## src/rtl/led_driver_pkg.sv

```systemverilog
`default_nettype none
// +-----------------------------------------------------------------------------+
// | Module   : led_driver_pkg                                                   |
// | Brief    : Shared widths, register map and I2C read-FSM states.             |
// | Revision : 1.0                                                              |
// +-----------------------------------------------------------------------------+
package led_driver_pkg;

  localparam int I2C_ADDR_BITS = 7;
  localparam int ADDR_BITS     = 3;
  localparam int DATA_BITS     = 8;
  localparam int NUM_REGS      = 8;

  localparam logic [ADDR_BITS-1:0] REG_CTRL   = 3'd0;
  localparam logic [ADDR_BITS-1:0] REG_PWM0   = 3'd1;
  localparam logic [ADDR_BITS-1:0] REG_PWM1   = 3'd2;
  localparam logic [ADDR_BITS-1:0] REG_PWM2   = 3'd3;
  localparam logic [ADDR_BITS-1:0] REG_PWM3   = 3'd4;
  localparam logic [ADDR_BITS-1:0] REG_BLINK  = 3'd5;
  localparam logic [ADDR_BITS-1:0] REG_GAIN   = 3'd6;
  localparam logic [ADDR_BITS-1:0] REG_STATUS = 3'd7;

  typedef enum logic [2:0] {
    IDLE     = 3'd0,
    ADDR     = 3'd1,
    PTR      = 3'd2,
    FETCH    = 3'd3,
    LOAD     = 3'd4,
    WAIT_ACK = 3'd5,
    IGNORE   = 3'd6
  } i2c_rd_state_t;

endpackage
`default_nettype wire

```

## src/rtl/i2c_read_responder_pointer.sv

```systemverilog
`default_nettype none
// +-----------------------------------------------------------------------------+
// | Module   : i2c_reg_pointer                                                  |
// | Brief    : Register pointer with load and modulo-NUM_REGS advance.          |
// |            Advance only takes effect when I2C_AUTO_INC_EN is defined.       |
// | Revision : 1.0                                                              |
// +-----------------------------------------------------------------------------+
module i2c_reg_pointer
  import led_driver_pkg::*;
#(
  parameter int NUM_REGS  = led_driver_pkg::NUM_REGS,
  parameter int ADDR_BITS = led_driver_pkg::ADDR_BITS
) (
  input  logic                 clk,
  input  logic                 reset,
  input  logic                 load,
  input  logic [ADDR_BITS-1:0] load_value,
  input  logic                 advance,
  output logic [ADDR_BITS-1:0] pointer
);

  logic [ADDR_BITS-1:0] r_ptr;

`ifdef I2C_AUTO_INC_EN
  localparam logic [ADDR_BITS:0] c_last_reg = (ADDR_BITS+1)'(NUM_REGS - 1);
  logic [ADDR_BITS-1:0] w_ptr_inc;

  // Any pointer at or beyond the last register wraps back to 0.
  assign w_ptr_inc = ({1'b0, r_ptr} >= c_last_reg) ? '0 : r_ptr + 1'b1;

  always_ff @(posedge clk or posedge reset) begin
    if (reset)        r_ptr <= '0;
    else if (load)    r_ptr <= load_value;
    else if (advance) r_ptr <= w_ptr_inc;
  end
`else
  logic w_unused_advance;
  assign w_unused_advance = advance;

  always_ff @(posedge clk or posedge reset) begin
    if (reset)     r_ptr <= '0;
    else if (load) r_ptr <= load_value;
  end
`endif

  assign pointer = r_ptr;

endmodule
`default_nettype wire

```

## src/rtl/i2c_read_responder.sv

```systemverilog
`default_nettype none
// +-----------------------------------------------------------------------------+
// | Module   : i2c_read_responder                                               |
// | Brief    : I2C read-direction responder: pointer tracking, register fetch   |
// |            and byte hand-off to the PHY. Auto-increment: I2C_AUTO_INC_EN.   |
// | Revision : 1.0                                                              |
// +-----------------------------------------------------------------------------+
module i2c_read_responder
  import led_driver_pkg::*;
#(
  parameter logic [I2C_ADDR_BITS-1:0] DEVICE_ADDR = 7'h40,
  parameter int                       NUM_REGS    = led_driver_pkg::NUM_REGS
) (
  input  logic                 clk,
  input  logic                 reset,
  input  logic                 sleep,
  input  logic                 start,
  input  logic                 stop,
  input  logic                 rx_valid,
  input  logic [7:0]           rx_data,
  input  logic                 ack_valid,
  input  logic                 ack_n,
  output logic                 rd_en,
  output logic [ADDR_BITS-1:0] rd_addr,
  input  logic [DATA_BITS-1:0] rd_data,
  output logic                 tx_valid,
  output logic [7:0]           tx_data,
  output logic                 addr_match,
  output logic                 busy
);

  localparam logic [ADDR_BITS:0] c_num_regs = (ADDR_BITS+1)'(NUM_REGS);

  i2c_rd_state_t        r_state, w_next;
  logic                 r_addr_match;
  logic [7:0]           r_tx_data;
  logic                 w_match, w_ptr_load, w_ptr_adv, w_load_tx;
  logic                 w_addr_hit, w_in_range;
  logic [ADDR_BITS-1:0] w_ptr;

  i2c_reg_pointer #(
    .NUM_REGS  (NUM_REGS),
    .ADDR_BITS (ADDR_BITS)
  ) u_pointer (
    .clk        (clk),
    .reset      (reset),
    .load       (w_ptr_load),
    .load_value (rx_data[ADDR_BITS-1:0]),
    .advance    (w_ptr_adv),
    .pointer    (w_ptr)
  );

  assign w_addr_hit = (rx_data[7:1] == DEVICE_ADDR);
  assign w_in_range = ({1'b0, w_ptr} < c_num_regs);

  always_comb begin
    w_next     = r_state;
    w_match    = 1'b0;
    w_ptr_load = 1'b0;
    w_ptr_adv  = 1'b0;
    if (sleep || stop) begin
      w_next = IDLE;
    end else if (start) begin
      w_next = ADDR;
    end else begin
      case (r_state)
        ADDR: if (rx_valid) begin
          if (w_addr_hit) begin
            w_match = 1'b1;
            w_next  = rx_data[0] ? FETCH : PTR;
          end else begin
            w_next = IGNORE;
          end
        end
        PTR: if (rx_valid) begin
          w_ptr_load = 1'b1;
          w_next     = IGNORE;
        end
        FETCH:    w_next = LOAD;
        LOAD:     w_next = WAIT_ACK;
        WAIT_ACK: if (ack_valid) begin
          w_ptr_adv = ~ack_n;
          w_next    = ack_n ? IGNORE : FETCH;
        end
        default:  w_next = r_state;
      endcase
    end
  end

  assign w_load_tx = (r_state == LOAD) && (w_next == WAIT_ACK);

  always_ff @(posedge clk or posedge reset) begin
    if (reset) begin
      r_state      <= IDLE;
      r_addr_match <= 1'b0;
      r_tx_data    <= '0;
    end else begin
      r_state      <= w_next;
      r_addr_match <= w_match;
      if (w_load_tx) r_tx_data <= w_in_range ? rd_data : 8'h00;
    end
  end

  // Sleep masks the strobes in the same cycle it rises, before IDLE is reached.
  assign rd_en      = (r_state == FETCH) && w_in_range && !sleep;
  assign rd_addr    = w_ptr;
  assign tx_valid   = (r_state == WAIT_ACK) && !sleep;
  assign tx_data    = r_tx_data;
  assign addr_match = r_addr_match;
  assign busy       = (r_state != IDLE) && !sleep;

endmodule
`default_nettype wire

```

## config.mk

```make
export PLATFORM = sky130hd
export DESIGN_NAME = i2c_read_responder
export DESIGN_NICKNAME = d
export VERILOG_FILES = /design/src/rtl/led_driver_pkg.sv /design/src/rtl/i2c_read_responder_pointer.sv /design/src/rtl/i2c_read_responder.sv
export SDC_FILE = /design/constraint.sdc
export NUM_CORES = 1
export LEC_CHECK = 0
export CORE_MARGIN = 3
export CORE_UTILIZATION = 40
export CTS_CLUSTER_SIZE = 28
export DETAILED_ROUTE_END_ITERATION = 7
export PLACE_DENSITY_LB_ADDON = 0.08
export SYNTH_ARGS = -nofsm -noshare
export SYNTH_HDL_FRONTEND = slang
export SYNTH_HIERARCHICAL = 1
export SYNTH_SLANG_ARGS = --single-unit
```

## constraint.sdc

```tcl
create_clock -name clk -period 4.2 [get_ports clk]
set_input_delay 0.63 -clock clk [delete_from_list [all_inputs] [get_ports clk]]
set_output_delay 0.63 -clock clk [all_outputs]
set_load 0.005 [all_outputs]
```

Word-level counts from Yosys, hierarchy flattened

Index checks and enable logic that the tools add are counted.

Bits in registers: 15
Input bits: 24
Output and inout bits: 15
Word-level logic and storage cells: 36

Eq/ne operators: 7
Muxes and demuxes: 18
Reductions and logical operators: 7

Operator list:

| cell               | number |
|---|---|
| $mux 3             | 7 |
| $pmux 3 s5         | 1 |
| $mux 1             | 10 |
| $eq 3x3->1 const B | 3 |
| $eq 7x7->1 const B | 1 |
| $eq 3x2->1 const B | 2 |
| $logic_and 1x1->1  | 4 |
| $eq 3x1->1 const B | 1 |
| $reduce_bool 3->1  | 1 |
| $logic_not 1->1    | 1 |
| $logic_or 1x1->1   | 1 |

Logic depth before layout (Yosys ltp)

Gate-level depths: netlist of the first run.

Depth after elaboration: 8
Depth in mapped cells: 5
Depth with buffers taken out: 4

Modules after synthesis

The synthesis of the first run kept the hierarchy.

Modules (own cells, without submodules):

| module             | instances | cells each | area an instance (um^2) | sequential area each (um^2) |
|---|---|---|---|---|
| i2c_read_responder | 1         | 62         | 664.4                   | 300.3 |
| i2c_reg_pointer    | 1         | 7          | 112.6                   | 75.1 |

Worst setup path after synthesis of the first run

Ideal clock, no wire load.

Kind: input -> register
Start: in start
End: reg u_pointer.r_ptr[0], in the netlist u_pointer/pointer[0]
Setup time: 125 ps
Arrival: 1674 ps
Required time: 4075 ps
Setup slack: 2401 ps
Cell stages on the path: 4
Buffers on the path: 0
Cell sequence: nor3_4 > nand2_1 > nor3b_1 > mux2_2

Cells in the longest elaborated chain, start to end: 2

Ends and longest elaborated chain:

| element              | line                             | RTL |
|---|---|---|
| from (decl)          | i2c_read_responder.sv:17         | `input logic start,` |
| $mux 1               | i2c_read_responder.sv:63         | `end else if (start) begin` |
| $mux 1               | i2c_read_responder.sv:61         | `if (sleep \|\| stop) begin` |
| via w_ptr_load       | i2c_read_responder.sv:37         | `logic w_match, w_ptr_load, w_ptr_adv, w_load_tx;` |
| to (signal assigned) | i2c_read_responder_pointer.sv:42 | `else if (load) r_ptr <= load_value;` |
| to (decl)            | i2c_read_responder_pointer.sv:22 | `logic [ADDR_BITS-1:0] r_ptr;` |

The timed path passes the listed nets, and every way through them passes these cells.
A chain may end at the register's enable or synchronous reset.

Worst setup path after layout of the first run

Start: in sleep
End: out tx_valid

Cells in the longest elaborated chain, start to end: 2

Ends and longest elaborated chain:

| element           | line                      | RTL |
|---|---|---|
| from (decl)       | i2c_read_responder.sv:16  | `input logic sleep,` |
| $logic_not 1->1   | i2c_read_responder.sv:107 | `assign tx_valid = (r_state == WAIT_ACK) && !sleep;` |
| $logic_and 1x1->1 | i2c_read_responder.sv:107 |  |
| to (decl)         | i2c_read_responder.sv:26  | `output logic tx_valid,` |

Every way passes these cells.

==> results of run 1 <==
per-stage QoR:
| step | instances | cell area [um^2] | hold slack [ns] | total power [mW] |
|---|---|---|---|---|
| after floorplan | 67 | 769 | 0.384 | 0.174 |
| after global placement | 128 | 1170 | 0.488 | 0.210 |
| after detailed placement | 128 | 1170 | 0.492 | 0.212 |
| after CTS | 132 | 1190 | 0.515 | 0.294 |
| after global routing | 132 | 1190 | 0.534 | 0.305 |
| final | 132 | 1190 | 0.514 | 0.290 |
power by group through the flow:
stage	sequential (mW)	clock [mW]	combinational, mW
after global placement	0.157	0	0.0532
after CTS	0.155	0.0853	0.0541
final	0.155	0.0818	0.0532
after global routing	0.156	0.0914	0.0582
after floorplan	0.156	0	0.0182
after detailed placement	0.158	0	0.0539
area by class of cell:
cell class | instances | share of cell area
Timing Repair Buffer | 38 | 0.319
Sequential cell | 15 | 0.314
Multi-Input combinational cell | 46 | 0.305
Tap cell | 25 | 0.0262
Clock buffer | 3 | 0.0189
Inverter | 4 | 0.0126
Clock inverter | 1 | 0.00419
how the worst min path moves through the flow:
stage | from | slack [ns] | to
3_3_place_gp | tx_data[1] | 0.49 | tx_data[1]
4_1_cts | tx_data[4] | 0.52 | tx_data[4]
6_report | u_pointer/pointer[2] | 0.51 | u_pointer/pointer[2]
2_1_floorplan | reset | 0.38 | u_pointer/pointer[0]
5_1_grt | tx_data[4] | 0.53 | tx_data[4]
3_5_place_dp | tx_data[4] | 0.49 | tx_data[4]
flip-flops by register name, summed over array words and instances (netlist names):
signal	count
r_state	3
addr_match	1
u_pointer/pointer	3
tx_data	8
routing by layer:
metal	wire [um]	track usage	vias up
li1	-	-	316
met2	851	0.240	15
met3	102	0.0514	2
met5	0	0	-
met4	5	0.0415	0
met1	711	0.193	295
==> results.txt, run 1 <==
----------------------------------------------------
[Critical path]
  Most used cell, CP ... clkdlybuf4s50_1
  Cell count along the critical path ... 3
  Cells along the critical path ... clkdlybuf4s50_1 > nor3b_1 > clkdlybuf4s50_1
  Kind of cell adding the most delay to the critical path ... buffers and inverters
  Reg2reg start ... r_state[2]
  Crit path from ... sleep
  Peak per-stage delay on the critical path ... 0.52 ns
  Worst reg2reg path depth ... 4
  RR Endpoint ... u_pointer/pointer[0]
  Largest fanout of any net on the critical path ... 5
  Register-to-register setup slack ... between 2 and 2.5 ns
  Buffer and inverter count on the worst path ... 2
  Critical Path Sink Type ... output pin
  Arrival @ worst endpoint ... around 1.9 ns
  Critical path capture point ... tx_valid
  Critical path class ... in -> out
  Crit path required time ... 3.57 ns
  Worst Setup Start Kind ... input pin
  Max stage delay cell, worst path ... clkdlybuf4s50_1

[Cells and area]
  Antenna Diode Count ... 0
  Most frequent standard cell in the layout excluding fill and tap cells ... clkdlybuf4s50_1
  Total area of multi-input combinational cells ... 364 um^2
  Leading cell types in the layout, fill and taps excluded ... clkdlybuf4s50_1, dfrtp_1, mux2_2
  Final core utilization ... 0.677
  Register area ... roughly 380 um^2
  Layout area overhead ... 55.1%
  Fillers ... about 160
  Layout cells sized above 1 ... 0.178
  Final net count ... 132

[Floorplanning]
  Die width ... 49.9 um
  Core Box Area ... between 0.0015 and 0.002 mm^2
  Rows ... 15
  DIE AREA ... around 0.0025 mm^2
  Vertical die dimension ... 49.9 um
  Initial standard-cell utilization of the core ... 0.436
  I/O pin count ... 39

[Placement]
  Detailed placer's ending HPWL ... 1.37 mm
  Number of I/O port buffers ... 38
  GP Congestion ... approximately 0.85
  Dpl ws ... about 1.7 ns

[Clock tree]
  CTS Buffer Depth ... 2
  Clock edge transition at the registers on the reported setup and hold paths ... approximately 0.080 ns
  Hold buffers post-CTS ... 0
  Root Driver ... clkbuf_4
  Clock tree from TritonCTS ... built
  Clock Sink Count ... 15
  Number of instances resized during post-cts repair ... 0
  Number of buffers created by CTS ... 3
  Number of H-tree levels ... 1
  Clock latency at the later pin of the worst-skew pair ... 0.29 ns
  # Post-CTS Setup Buffers ... 0

[Drt]
  Number of design rule violations left after detail routing ... 0
  First-pass detailed-route iteration total ... 2
  Total length of routed wires ... roughly 1.7 mm
  Number of DRC markers in iteration 0 ... 2
  Vias post-DR ... 628
  Vias/cell ... 4.76
  Detailed-route wire length per cell ... 12.7 um
  Remaining number of nets flagged by the antenna check after routing ... 0

[Synth]
  Number of cells produced by synthesis ... 67
  Net Count, Synth ... between 90 and 100
  Yosys warns ... 6
  Synthesized area per cell ... 11.5 um^2
  Synthesized cell area ... 769 um^2

[GRT]
  First-pass GRT wire length ... roughly 2.9 mm
  Vias in the first global route ... 634
  Total gr overflow ... 0
  Initial antenna violation count ... 0
  Global-route usage over all layers ... 0.151
  Maximum number of pins on one net before global-route repair ... 13

[Flow run]
  Number of violations of the max-capacitance limit ... 0

[Power and ir drop]
  Worst voltage drop across the vdd grid ... ~200 uV
  Switching share of power ... 0.234
  Power dissipated by switching net loads ... between 60 and 70 uW
  Reg power frac ... 0.534
  Leakage ... between 0.5 and 0.6 nW
  Portion of total power attributed to the clock network ... 0.282
  Total power divided by cell area ... 243 mW/mm^2
  Combinational fraction of design power ... 0.184
  Internal cell power ... ~220 uW

[Worst hold path]
  Min-Delay Path Class ... reg -> reg
  Instance count along the most critical hold path ... 1

[STA]
  Final worst clock skew ... 0.0157 ns
  Setup violations, final ... 0
  Post-layout min period ... ~2.5 ns
  Transition time at the pin with the least slew margin ... between 0.4 and 0.5 ns
  Max Transition Viols Final ... 0
  Final hold violation count ... 0
  Setup repair after global routing missed its margin ... false
  Post-route setup slack ... roughly 1.7 ns
  Total Neg Setup Slack ... 0 ns
  Final worst-path cycle share ... 0.600
  Fmax achieved ... 397 MHz
  Slew Limit Headroom ... 0.682

[Status]
  Result of the run ... finished, final reports clean

----------------------------------------------------
Power figures use the tool's default switching activity.
==> run 2, diff against run 1 <==
--- a/config.mk
+++ b/config.mk
@@ -6,7 +6,7 @@
 export NUM_CORES = 1
 export LEC_CHECK = 0
 export CORE_MARGIN = 3
-export CORE_UTILIZATION = 40
+export CORE_UTILIZATION = 35
 export CTS_CLUSTER_SIZE = 28
 export DETAILED_ROUTE_END_ITERATION = 7
 export PLACE_DENSITY_LB_ADDON = 0.08
==> constraint.sdc (replaced) <==
create_clock -name clk -period 2.1 [get_ports clk]
set_input_delay 0.315 -clock clk [delete_from_list [all_inputs] [get_ports clk]]
set_output_delay 0.315 -clock clk [all_outputs]
set_load 0.005 [all_outputs]
==> results.txt, run 2 (synthesized netlist as in run 1, its figures left out) <==
----------------------------------------------------
[Status]
  Result of the run ... finished, final reports clean

[STA]
  Setup violations, final ... 0
  Fmax achieved ... 497 MHz
  Max Transition Viols Final ... 0
  Total Neg Setup Slack ... 0 ns
  Final hold violation count ... 0
  Transition time at the pin with the least slew margin ... 0.466 ns
  Setup repair after global routing missed its margin ... false
  Slew Limit Headroom ... 0.689
  Final worst clock skew ... roughly 0.0069 ns
  Final worst-path cycle share ... 0.958
  Post-layout min period ... between 2 and 2.5 ns

[Critical path]
  Crit path from ... r_state[2]
  Cells along the critical path ... and2b_2 > and3b_1 > clkdlybuf4s50_1
  Critical Path Sink Type ... output pin
  Peak per-stage delay on the critical path ... approximately 0.50 ns
  Critical path class ... reg -> out
  Crit path required time ... between 1.5 and 2 ns
  Reg2reg start ... r_state[2]
  Register-to-register setup slack ... between 0.5 and 0.6 ns
  Arrival @ worst endpoint ... between 1.5 and 2 ns
  Largest fanout of any net on the critical path ... 11
  Max stage delay cell, worst path ... dfrtp_2
  Worst Setup Start Kind ... register

[Cells and area]
  Leading cell types in the layout, fill and taps excluded ... clkdlybuf4s50_1, dfrtp_1, mux2_2
  Final core utilization ... 0.600
  Antenna Diode Count ... 0
  Final net count ... roughly 130
  Layout cells sized above 1 ... 0.211
  Layout area overhead ... 57.7%
  Max FFs per register ... 8
  Most frequent standard cell in the layout excluding fill and tap cells ... clkdlybuf4s50_1
  Layout Cells excl Fill ... roughly 140

[Power and ir drop]
  Switching share of power ... 0.226
  Combinational fraction of design power ... 0.186
  Leakage ... approximately 0.5 nW
  Internal cell power ... approximately 450 uW
  Power dissipated by switching net loads ... ~130 uW
  Portion of total power attributed to the clock network ... 0.280
  Total power divided by cell area ... approximately 480 mW/mm^2
  Worst voltage drop across the vdd grid ... about 460 uV
  Reg power frac ... 0.534

[GRT]
  Global-route usage over all layers ... 0.134
  Total gr overflow ... 0
  Vias in the first global route ... 606
  Initial antenna violation count ... 0
  First-pass GRT wire length ... 2.67 mm
  Maximum number of pins on one net before global-route repair ... 13

[Drt]
  Detailed-route wire length per cell ... between 10 and 15 um
  Remaining number of nets flagged by the antenna check after routing ... 0
  Number of DRC markers in iteration 0 ... 5
  First-pass detailed-route iteration total ... 2
  Vias post-DR ... about 650
  Number of design rule violations left after detail routing ... 0
  Vias/cell ... about 4.8
  Total length of routed wires ... ~1.7 mm

[Clock tree]
  Hold buffers post-CTS ... 0
  # Post-CTS Setup Buffers ... 0
  Number of H-tree levels ... 1
  Clock tree from TritonCTS ... built
  CTS Buffer Depth ... 2
  Clock edge transition at the registers on the reported setup and hold paths ... ~0.09 ns
  Clock Sink Count ... 15
  Number of buffers created by CTS ... 3
  Root Driver ... clkbuf_4
  Clock latency at the later pin of the worst-skew pair ... about 0.28 ns

[Floorplanning]
  Core Box Area ... between 0.002 and 0.0025 mm^2
  Initial standard-cell utilization of the core ... 0.381
  DIE AREA ... 0.00280 mm^2
  Rows ... 16
  Die width ... approximately 53 um
  I/O pin count ... 39
  Vertical die dimension ... 52.9 um

[Placement]
  GP Congestion ... approximately 0.82
  Detailed placer's ending HPWL ... ~1.3 mm
  Number of I/O port buffers ... 38
  Count of placed standard cells including taps ... around 130

[Flow run]
  Number of violations of the max-capacitance limit ... 0

[Worst hold path]
  Min-Delay Path Class ... in -> async

----------------------------------------------------
run 2: repair_timing:
item	4_1_cts	5_1_grt
cloned	0	0
pin swaps	0	0
endpoints found under the hold margin	0	0
endpoints found under the setup margin	1	2
gates resized for setup	1	2
run 2: per-stage QoR:
| step | area, um^2 | power, mW | setup WS [ns] | hold slack (ns) |
|---|---|---|---|---|
| after floorplan | 769 | 0.348 | 0.556 | 0.0686 |
| after global placement | 1180 | 0.422 | 0.215 | 0.487 |
| after detailed placement | 1180 | 0.424 | 0.191 | 0.493 |
| after CTS | 1210 | 0.591 | 0.0465 | 0.214 |
| after global routing | 1210 | 0.607 | 0.0257 | 0.236 |
| final | 1210 | 0.579 | 0.0888 | 0.223 |
run 2: worst paths after layout:
| kind | to | depth (start not counted) |
|---|---|---|
| worst max-delay path | rd_en | 3 |
| worst min-delay path | u_pointer/pointer[0] | 2 |
| worst max register to register | u_pointer/pointer[2] | 5 |
| worst min register to register | tx_data[6] | 1 |
| max in group asynchronous | r_state[0] | 2 |
| min in group clk | tx_data[6] | 1 |
run 2: per-layer routing:
metal,GRT usage,share of wire,vias up
met5,0,0,-
met3,0.0620,0.088,2
met1,0.171,0.44,298
li1,-,-,325
met4,0.0468,0.0058,0
met2,0.196,0.47,23
run 2: critical path, delay by kind of cell, from the launching register on:
| family | cells | cell delay, ns |
|---|---|---|
| DFF | 1 | 0.50 |
| buffers and inverters | 1 | 0.49 |
| and+or+nand+nor | 2 | 0.43 |
run 2: layout make-up:
class                      count  area, um^2
tap                           27        33.8
fill                         188         808
multi-input combinational     46         365
timing repair buffer          40         395
inverter                       4        15.0
sequential                    15         378
clock buffer                   4        26.3
run 2: power by group through the flow:
| stage | combinational [mW] | clock [mW] | sequential [mW] |
|---|---|---|---|
| after floorplan | 0.0364 | 0 | 0.312 |
| after global routing | 0.117 | 0.179 | 0.311 |
| final | 0.108 | 0.162 | 0.309 |
| after detailed placement | 0.109 | 0 | 0.315 |
| after global placement | 0.107 | 0 | 0.315 |
| after CTS | 0.110 | 0.172 | 0.309 |
==> edit 1 (settings of run 1) <==
The option `I2C_AUTO_INC_EN` is turned on by a define.
--- a/src/rtl/i2c_read_responder_pointer.sv
+++ b/src/rtl/i2c_read_responder_pointer.sv
@@ -7,2 +7,4 @@
 // +-----------------------------------------------------------------------------+
+`define I2C_AUTO_INC_EN
+
 module i2c_reg_pointer
Function: changed (Yosys sat finds a counterexample within 10 cycles, from zero or initial values and one cycle with reset high).
==> edit 1 against run 1 <==
Area after synthesis grew 10%. Total power decreased by 0.47%. Sequential power about the same. Design area rose by 6.9%. Wire length rose by 7.8%. Critical endpoint is now u_pointer/pointer[2]. Combinational power is 3.8% higher. Worst setup slack worse by 0.0021 ns. Critical path type is now input port to flop. Sequential cell count stayed put.
==> edit 1: results (changes against run 1) <==
The flow ran to the end, and the final reports show no timing, DRC or antenna violations. The logs give 0 (unchanged) for the post-cts resize count and 7 (+5) for the violation count after the first detailed-routing iteration. The tools report the data arrival time of the critical path as 2.69 ns (+0.80 ns). The logs give 146 (+11%) for the non-filler instance count after layout and 50.3% (-18 points) for the worst max-slew margin expressed relative to the limit. The fraction of area in multi-input gates was 34.8% (+4.3 points); the count of buffers not belonging to the clock network in the layout was 38 (unchanged).

The final routed wire length divided by cell count works out to 12.3 microns (-2.6%). Placed cell count: 142 (+11%). The cell family contributing the most delay on the critical path is simple AND/OR/NAND/NOR gates.

The delay of the slowest critical-path stage works out to 0.63 ns (+0.11 ns). The run gives 0.00295 ns (-0.0127 ns) as the post-route clock skew. The iteration count of the initial detailed-routing pass was 5 (+3); the critical-path maximum fanout was 7 (+2).

Global-route wire length before repair: 2.88 mm (-0.72%). The number of nets in the synthesized netlist is 105 (+15%), and the global routing met3 resource utilization is 2.87% (-2.3 points). The total routing resource utilization after global routing was 14.5% (-0.54 points); the instance area after placement was 0.00125 sq mm (+7.1%). The insertion delay of the later-clocked pin in the worst-skew pair is 0.27 ns (-0.02 ns).

The share of final layout cell area taken by clock buffers and inverters was 2.16% (-0.15 points). The number of diodes added for antenna fixing is 0 (unchanged). The run gives 0.539 nW (+5.7%) as the leakage power.

The ratio of cells with drive above 1 in the final layout came out at 14.3% (-3.5 points). The setup slack after placement was 1.44 ns (-0.243 ns); the half-perimeter wire length of the detailed placement result was 1.42 mm (+3.6%). For this run, asynchronously set or reset flops after synthesis account for 100%. The count of state elements after synthesis was 15; the length of routed met3 wiring was 118 microns (+16%).

Routed signal wires occupy layers up through met4. The tools report the peak supply drop as 0.0000996 V (-50%). The met2 track demand over resource came out at 24.3% (+0.26 points). Multi-input combinational cell count: 58 (+26%). The global placer's final weighted congestion was 0.777 (-8.3%); the count of port buffers added during placement was 38 (unchanged). Met2 wire length: 866 microns (+1.8%). Number of fillers in the final layout: 157 (unchanged). For the number of instances in the synthesized netlist, the log shows 79 (+18%). The run gives 6 (unchanged) as the number of warnings issued by yosys. The initial antenna violation count was 0 (unchanged); the total power per unit cell area was 226 mW/mm^2 (-6.9%). The via count of the first global-routing pass is 706 (+11%). The count of non-CTS inverters in the layout was 4 (unchanged); the global routing usage on met1 was 16.9% (-2.4 points). Among all stages on the critical path, the largest delay is contributed by sky130_fd_sc_hd__nor3b_1.

The full die area is 0.00271 sq mm (+9.1%), and the share of final layout cell area taken by non-clock buffers is 29.8% (-2.1 points). The number of maximum-capacitance violations is 0 (unchanged), and the wire length on met1 is 793 microns (+12%). The detailed-route vias per instance is 5.16 (+8.6%).

The run gives 1 (unchanged) as the H-tree level count.
## edit 1: kinds of logic after synthesis
kind of cell / after synthesis / share of synthesized area, %
compound gates: 10 / 8.84
fa+ha+maj: 2 / 2.95
buf+inv: 6 / 3.53
flops: 15 / 44.2
mux: 9 / 11.8
simple gates: 37 / 28.7
## edit 1: worst paths after layout
| check | startpoint | endpoint | slack (ns) | cells after the start |
|---|---|---|---|---|
| max | start | u_pointer/pointer[2] | 1.68 | 6 |
| min | tx_data[3] | tx_data[3] | 0.51 | 1 |
| max reg2reg | r_state[2] | u_pointer/pointer[2] | 2.13 | 5 |
| min reg2reg | tx_data[3] | tx_data[3] | 0.51 | 1 |
| max in group asynchronous | reset | tx_data[6] | 3.21 | 2 |
| min in group asynchronous | reset | u_pointer/pointer[1] | 0.54 | 2 |
## edit 1: power breakdown
part,internal [mW],leakage (nW),switching [mW]
logic,0.0377,0.314,0.0175
clock network,0.0353,0.0177,0.0424
registers,0.150,0.207,0.00514
==> edit 2 (settings of run 1) <==
Made on the original files. Encoding of `i2c_rd_state_t`: now one-hot (7 bits for 7 states).
--- a/src/rtl/led_driver_pkg.sv
+++ b/src/rtl/led_driver_pkg.sv
@@ -22,10 +22,10 @@
 
-  typedef enum logic [2:0] {
-    IDLE     = 3'd0,
-    ADDR     = 3'd1,
-    PTR      = 3'd2,
-    FETCH    = 3'd3,
-    LOAD     = 3'd4,
-    WAIT_ACK = 3'd5,
-    IGNORE   = 3'd6
+  typedef enum logic [6:0] {
+    IDLE     = 7'b0000001,
+    ADDR     = 7'b0000010,
+    PTR      = 7'b0000100,
+    FETCH    = 7'b0001000,
+    LOAD     = 7'b0010000,
+    WAIT_ACK = 7'b0100000,
+    IGNORE   = 7'b1000000
   } i2c_rd_state_t;
Formal check against the unedited RTL: same outputs for any inputs over 10 cycles, from zero or initial values and one cycle with reset high; not proved beyond that.
==> edit 2 against run 1 <==
Worst setup slack got worse by 0.47 ns. Count of clock-buffer cells in the layout stayed put. Hold slack better by 0.00097 ns. Design area is 21% higher. Sequential cell count is 4 higher. Fmax fell by 16%. Area after synthesis rose by 31%. Total power is 10% higher. Non-clock buffer count did not move. Critical path depth increased by 1. Wire length is 52% higher.
==> edit 2: results (changes against run 1) <==
The final routed wire length divided by cell count came out at 15.7 microns (+24%). The run gives 0.00142 sq mm (+22%) as the instance area after placement. The total routing resource utilization after global routing is 16.7% (+1.7 points), and the share of the final layout cell area in sequential cells is 33.0% (+1.5 points).

Count of non-CTS inverters in the layout: 5 (+1). The tools report the multi-input combinational cell count as 67 (+46%). The setup slack after placement was 1.55 ns (-0.129 ns); the data arrival time of the critical path was 2.36 ns (+0.47 ns).

For the maximum number of pins on one net before global-route repair, the log shows 17 (+4). Ratio of cells with drive above 1 in the final layout: 18.0% (+0.29 points). The share of the core filled with cells was 63.0% (-4.7 points). The internal reg-to-reg setup slack was 2.28 ns (-0.14 ns).

The tools report the wire length on met1 as 1.09 mm (+53%). The logs give 4.20 mm (+45%) for the global-route wire length before repair and 2.03 mm (+49%) for the half-perimeter wire length of the detailed placement result. The post-layout minimum cycle time came out at 2.99 ns (+0.469 ns). The clock-pin slew of the registers on the worst-case setup and hold paths works out to 0.11 ns (+0.03 ns). Via count of the first global-routing pass: 898 (+42%). The detailed-route vias per instance works out to 5.70 (+20%).

The tools report the global routing usage on met1 as 22.0% (+2.7 points). Worst max-slew margin expressed relative to the limit: 59.3% (-8.9 points). The logs give 2.53 mm (+52%) for the sum of routed wire length over all layers and 159 microns (+56%) for the length of routed met3 wiring. Post-route clock skew: 0.00113 ns (-0.0145 ns). The tools report the start point of the critical path as r_state[2]. The flow ran to the end, and the final reports show no timing, DRC or antenna violations. The share of final layout cell area taken by clock buffers and inverters works out to 1.90% (-0.40 points).

The global routing met3 resource utilization came out at 3.22% (-1.9 points). The share of final layout cell area taken by non-clock buffers is 26.3% (-5.6 points), and the global placer's final weighted congestion is 0.835 (-1.5%). The tools report the iteration count of the initial detailed-routing pass as 4 (+2). The peak supply drop is 0.000154 V (-22%). The tools report the layout sequential cell count as 19 (+4).
==> edit 2: cell count changes in the layout (fill, tap and decap cells not counted), sizes merged, moves of 2 or more <==
| cell | before | now |
|---|---|---|
| nor2 | 4 | 8 |
| nor3b | 4 | 0 |
| or3 | 0 | 3 |
| nand2b | 3 | 1 |
| or4 | 0 | 2 |
| and3 | 0 | 2 |
| dfrtp | 15 | 18 |
| nand3 | 1 | 5 |
| nand4 | 0 | 2 |
==> edit 2: worst min-delay path by stage <==
stage                    start              endpoint  slack, ns  cells past startpoint
floorplan                reset  u_pointer/pointer[0]       0.38                      1
CTS                      reset  u_pointer/pointer[2]       0.52                      2
global placement    tx_data[1]            tx_data[1]       0.49                      1
global route             reset  u_pointer/pointer[2]       0.51                      2
detailed placement  tx_data[4]            tx_data[4]       0.49                      1
finish                   reset  u_pointer/pointer[2]       0.51                      2
==> edit 2: critical path, stage by stage, from the launching register on <==
cell                              delay (ns)
sky130_fd_sc_hd__dfrtp_1                0.45
sky130_fd_sc_hd__or4_4                  0.60
sky130_fd_sc_hd__or3_1                  0.40
sky130_fd_sc_hd__nor2_1                 0.10
sky130_fd_sc_hd__clkdlybuf4s50_1        0.51
==> edit 2: power by group through the flow <==
| stage | clock network [mW] | registers, mW | logic, mW |
|---|---|---|---|
| 2_1_floorplan | 0 | 0.189 | 0.0118 |
| 3_3_place_gp | 0 | 0.189 | 0.0390 |
| 3_5_place_dp | 0 | 0.189 | 0.0400 |
| 4_1_cts | 0.0971 | 0.186 | 0.0402 |
| 5_1_grt | 0.106 | 0.186 | 0.0431 |
| 6_report | 0.0937 | 0.186 | 0.0397 |
